## config.mk

```make
export PLATFORM = sky130hd
export DESIGN_NAME = fetch_stage
export DESIGN_NICKNAME = d
export VERILOG_FILES = /design/src/rtl/fetch_stage.sv
export SDC_FILE = /design/constraint.sdc
export NUM_CORES = 1
export LEC_CHECK = 0
export CAP_MARGIN = 20
export CELL_PAD_IN_SITES_DETAIL_PLACEMENT = 1
export CELL_PAD_IN_SITES_GLOBAL_PLACEMENT = 1
export CORE_ASPECT_RATIO = 0.6
export CORE_MARGIN = 10
export CORE_UTILIZATION = 37
export CTS_CLUSTER_SIZE = 10
export DETAILED_ROUTE_END_ITERATION = 7
export PLACE_DENSITY_LB_ADDON = 0.1
export SLEW_MARGIN = 10
export SYNTH_ARGS = -nofsm -noshare
export SYNTH_HDL_FRONTEND = slang
export SYNTH_SLANG_ARGS = --single-unit
```

## constraint.sdc

```tcl
create_clock -name clk -period 4.8 [get_ports clk]
set_input_delay 0.48 -clock clk [delete_from_list [all_inputs] [get_ports clk]]
set_output_delay 0.48 -clock clk [all_outputs]
set_load 0.005 [all_outputs]
```

## src/rtl/fetch_stage.sv

```systemverilog
// Instruction-fetch stage: PC, imem req/ready handshake, IF/ID register and redirect handling.
// Optional feature: define FETCH_PERF_CNT_EN to add the fetch_cnt load counter output.
module fetch_stage #(
   parameter logic [31:0] RESET_PC = 32'h0000_0000
) (
   input  logic        clk,
   input  logic        rst,
   input  logic        stall_i,
   input  logic        flush_i,
   input  logic [1:0]  pc_sel,
   input  logic [31:0] branch_target,
   input  logic [31:0] jump_target,
   input  logic [31:0] jr_target,
   output logic        imem_req,
   output logic [31:0] imem_addr,
   input  logic        imem_ready,
   input  logic [31:0] imem_rdata,
   output logic [31:0] pc,
   output logic [31:0] ifid_instr,
   output logic [31:0] ifid_pc4,
   output logic [25:0] ifid_addr26,
   output logic        ifid_valid
`ifdef FETCH_PERF_CNT_EN
   ,
   output logic [31:0] fetch_cnt
`endif
);

   localparam int unsigned XLEN = 32;

   typedef enum logic [1:0] {IDLE, BUSY, HOLD, REDIR} state_t;

   state_t            state;
   logic [XLEN-1:0]   hold_instr;
   logic [XLEN-1:0]   redir_pc;
   logic [XLEN-1:0]   pc4;
   logic [XLEN-1:0]   target;
   logic [XLEN-1:0]   ld_instr;
   logic [XLEN-1:0]   ld_pc4;
   logic              redirect;
   logic              ld_en;

   assign redirect    = (pc_sel != 2'b00);
   assign pc4         = pc + XLEN'(4);
   assign imem_addr   = pc;
   assign imem_req    = (state == BUSY) || (state == REDIR);
   assign ifid_addr26 = ifid_instr[25:0];

   always_comb begin
      target = branch_target;
      case (pc_sel)
         2'b10:   target = jump_target;
         2'b11:   target = jr_target;
         default: target = branch_target;
      endcase
   end

   // In HOLD the PC has already advanced past the held word, so pc is its PC+4.
   always_comb begin
      ld_en    = 1'b0;
      ld_instr = imem_rdata;
      ld_pc4   = pc4;
      case (state)
         BUSY: ld_en = imem_ready && !redirect && !stall_i;
         HOLD: begin
            ld_en    = !redirect && !stall_i;
            ld_instr = hold_instr;
            ld_pc4   = pc;
         end
         default: ld_en = 1'b0;
      endcase
   end

   always_ff @(posedge clk) begin
      if (!rst) begin
         state      <= IDLE;
         pc         <= RESET_PC;
         hold_instr <= '0;
         redir_pc   <= '0;
      end else begin
         case (state)
            IDLE: begin
               if (redirect) pc <= target;
               state <= stall_i ? IDLE : BUSY;
            end
            BUSY: begin
               if (imem_ready) begin
                  if (redirect) begin
                     pc <= target;
                  end else begin
                     pc <= pc4;
                     if (stall_i) begin
                        hold_instr <= imem_rdata;
                        state      <= HOLD;
                     end
                  end
               end else if (redirect) begin
                  redir_pc <= target;
                  state    <= REDIR;
               end
            end
            HOLD: begin
               if (redirect) begin
                  pc    <= target;
                  state <= IDLE;
               end else if (!stall_i) begin
                  state <= BUSY;
               end
            end
            REDIR: begin
               // A redirect arriving with the completing word supersedes the buffered one.
               if (imem_ready) begin
                  pc    <= redirect ? target : redir_pc;
                  state <= stall_i ? IDLE : BUSY;
               end else if (redirect) begin
                  redir_pc <= target;
               end
            end
            default: state <= IDLE;
         endcase
      end
   end

   always_ff @(posedge clk) begin
      if (!rst) begin
         ifid_valid <= 1'b0;
         ifid_instr <= '0;
         ifid_pc4   <= '0;
      end else if (flush_i) begin
         ifid_valid <= 1'b0;
      end else if (stall_i) begin
         ifid_valid <= ifid_valid;
      end else if (ld_en) begin
         ifid_valid <= 1'b1;
         ifid_instr <= ld_instr;
         ifid_pc4   <= ld_pc4;
      end else begin
         ifid_valid <= 1'b0;
      end
   end

`ifdef FETCH_PERF_CNT_EN
   always_ff @(posedge clk) begin
      if (!rst) begin
         fetch_cnt <= '0;
      end else if (ld_en && !flush_i) begin
         fetch_cnt <= fetch_cnt + XLEN'(1);
      end
   end
`endif

endmodule

```

==> impl_results.md <==
* Run status: finished, final reports clean
* Synth unique cells at 71
* Hold slack final at 455 ps
* Cell count after synthesis at 1199
* TNS Setup at 0 ps
* Clock Skew at 9.87 ps
* Synthesized Nets at 1339
* Dpl cells at 1669
* Gr usage total at 23.0%
* R2r startpoint: imem_addr[2]
* Filler Cell Count at 2978
* Final Non-Filler Cells at 1700
* Final wirelength at 38200 µm
* DIE HEIGHT at 144 µm
* Final nets at 1499
* First-pass GRT wire length at 58400 µm
* Async SR Flop Fraction at 0%
* DR iter-0 viols at 677
* Antenna fix cells at 0
* I/O Buffers at 290
* Postcts setup bufs at 0
* Fin util at 50.2%
* Core Area at 25200 µm²
* Routability cong. at 0.860
* H-tree depth at 4
* Number of flops mapped to enable cells by yosys at 0
* Total number of vias at 9611
* Post-route antenna net violation count at 0
* Critical Path AT at 3230 ps
* Mean post-synth cell area at 7.86 µm²
* Slew @ Worst Pin at 1120 ps
* Register area share after synthesis at 34.6%
* Clock period minus worst slack at 2920 ps
* Main flop type after synthesis: dfxtp_1
* CTS root buf: clkbuf_16
* Cell Rows at 45
* Longest Clk Path Bufs at 2
* CP startpoint: imem_addr[2]
* Worst-case vdd ir drop at 0.271 mV
* Fin. Hold Viols at 0
* Synthesized cell area at 9420 µm²
* TritonCTS buffer count at 17
* Setup CP Type: flip-flop to flip-flop
* Worst Hold Class: flip-flop to flip-flop
* Die area at 32500 µm²
* DR WL met2 at 17700 µm
* Drt pass-1 iters at 5
* Design area at 12600 µm²
* Gr ovfl total at 0
* Slew Viols, Final at 0
* Final setup viols at 0
* Wire length on met1 at 17300 µm
* Crit share post-route at 60.9%
* Num ports at 291
* Leak at 0.00422 µW
* Largest net degree at the start of global routing at 102
* Antenna violations before repair at 0
* Critical Path Source Type: flip-flop
* Area Growth Syn to Fin at 34.0%
* RSZ-0062 raised after global routing: no
* CTS tree: yes
* Fmax at 342 MHz
* Register area at 3260 µm²
* Clock-pin slew on the worst setup and hold paths at 60 ps
* Crit-path max FO at 14
* Post-DP HPWL at 28200 µm
* Vias in the first global route at 9909
* CP Capture Type: flip-flop
* Warnings from Yosys at 0
* # DRC at 0
* Multi-input gate area at 5250 µm²
* Post-CTS Hold Buffers at 0
* Synthesized flop and latch total at 163
* Initial Util at 37.4%
* WL per Instance at 22.5 µm
* Hold wc startpoint: hold_instr[11]
* Fraction of layout cells with a size suffix above 1 at 5.91%
* Top layer in use: met4
* Wire length on met3 at 2850 µm
* Rel. slew slack at 24.9%
* Post-placement cell area at 12000 µm²
* MaxCap Viol Count at 0
* Sinks on Clock Net at 163
* Vias per cell at 5.65
* Pwr/cell area at 441 nW/µm²
* Die width at 226 µm
* Worst endpoint required time at 5100 ps
* Post-CTS sizing at 0
* Clock latency at the later pin of the worst-skew pair at 450 ps
routing by layer:
layer  GRT usage, %  vias to the layer above
li1               -                     4561
met1           29.4                     4781
met2           37.2                      239
met3           7.61                       30
met4           4.82                        0
met5              0                        -
synthesized netlist by cell type (all sizes together), types with 17 or more instances:
cell type / n / area, µm²
nor3: 24 / 120
buf: 91 / 593
mux2i: 66 / 661
dfxtp: 163 / 3260
nor2: 119 / 447
o211ai: 21 / 158
a211oi: 58 / 440
xnor2: 32 / 280
clkbuf: 78 / 294
o21ai: 44 / 220
nand3: 17 / 85.1
nand2: 167 / 627
a21oi: 119 / 596
area by class of cell:
type                       count  area share [%]
clock buffer                  23            3.78
inverter                      12           0.376
sequential                   163            25.8
timing repair buffer         310            24.2
multi-input combinational    855            41.6
tap                          329            3.26
clock inverter                 8            1.00
cells in the final DEF, fill, tap and decap left out, types with 21 or more instances in the layout:
| cell type | netlist | layout |
|---|---|---|
| a211oi_1 | 57 | 57 |
| a21oi_1 | 119 | 119 |
| nand2_1 | 167 | 167 |
| nor3_1 | 24 | 24 |
| clkdlybuf4s50_1 | 0 | 288 |
| xnor2_1 | 32 | 32 |
| mux2i_1 | 66 | 66 |
| o211ai_1 | 21 | 21 |
| nor2_1 | 119 | 117 |
| dfxtp_1 | 163 | 163 |
| o21ai_0 | 43 | 43 |
critical path: stages (launching register included):
cell and delay, ps:
dfxtp_1 680, ha_1 320, and3_1 340, nand4_1 600
a2111oi_0 540, mux2_2 220, a31oi_1 80
flip-flops by register name (all words and copies together) (netlist names):
name,flops
state,2
ifid_valid,1
ifid_instr,32
hold_instr,32
imem_addr,32
ifid_pc4,32
redir_pc,32
where the power goes:
group / switching, µW / internal, µW
Combinational: 1110 / 1080
Clock: 579 / 857
Sequential: 412 / 1530
worst paths after layout:
| check | end | slack [ps] | cells after the start |
|---|---|---|---|
| setup / recovery | imem_addr[26] | 1880 | 6 |
| hold / removal | hold_instr[11] | 460 | 2 |
| setup reg to reg | imem_addr[26] | 1880 | 6 |
| hold reg to reg | hold_instr[11] | 460 | 2 |
metrics by stage:
stage / total power [µW] / setup WS, ps
global route: 5890 / 1560
CTS: 5600 / 1900
finish: 5580 / 1880
floorplan: 3130 / 2560
detailed placement: 4140 / 1780
global placement: 4090 / 1820
cells by family (layout without fill, tap and decap cells):
kind of cell    Yosys count  after routing  synth area share [%]
compound gates          349            349                  24.6
xor+xnor                 36             36                  3.35
fa+ha+maj                 5              5                 0.664
buf+inv                 181            353                  9.89
flops                   163            163                  34.6
mux                      78             78                  8.44
simple gates            387            387                  18.5
Power figures use the tool's default switching activity.
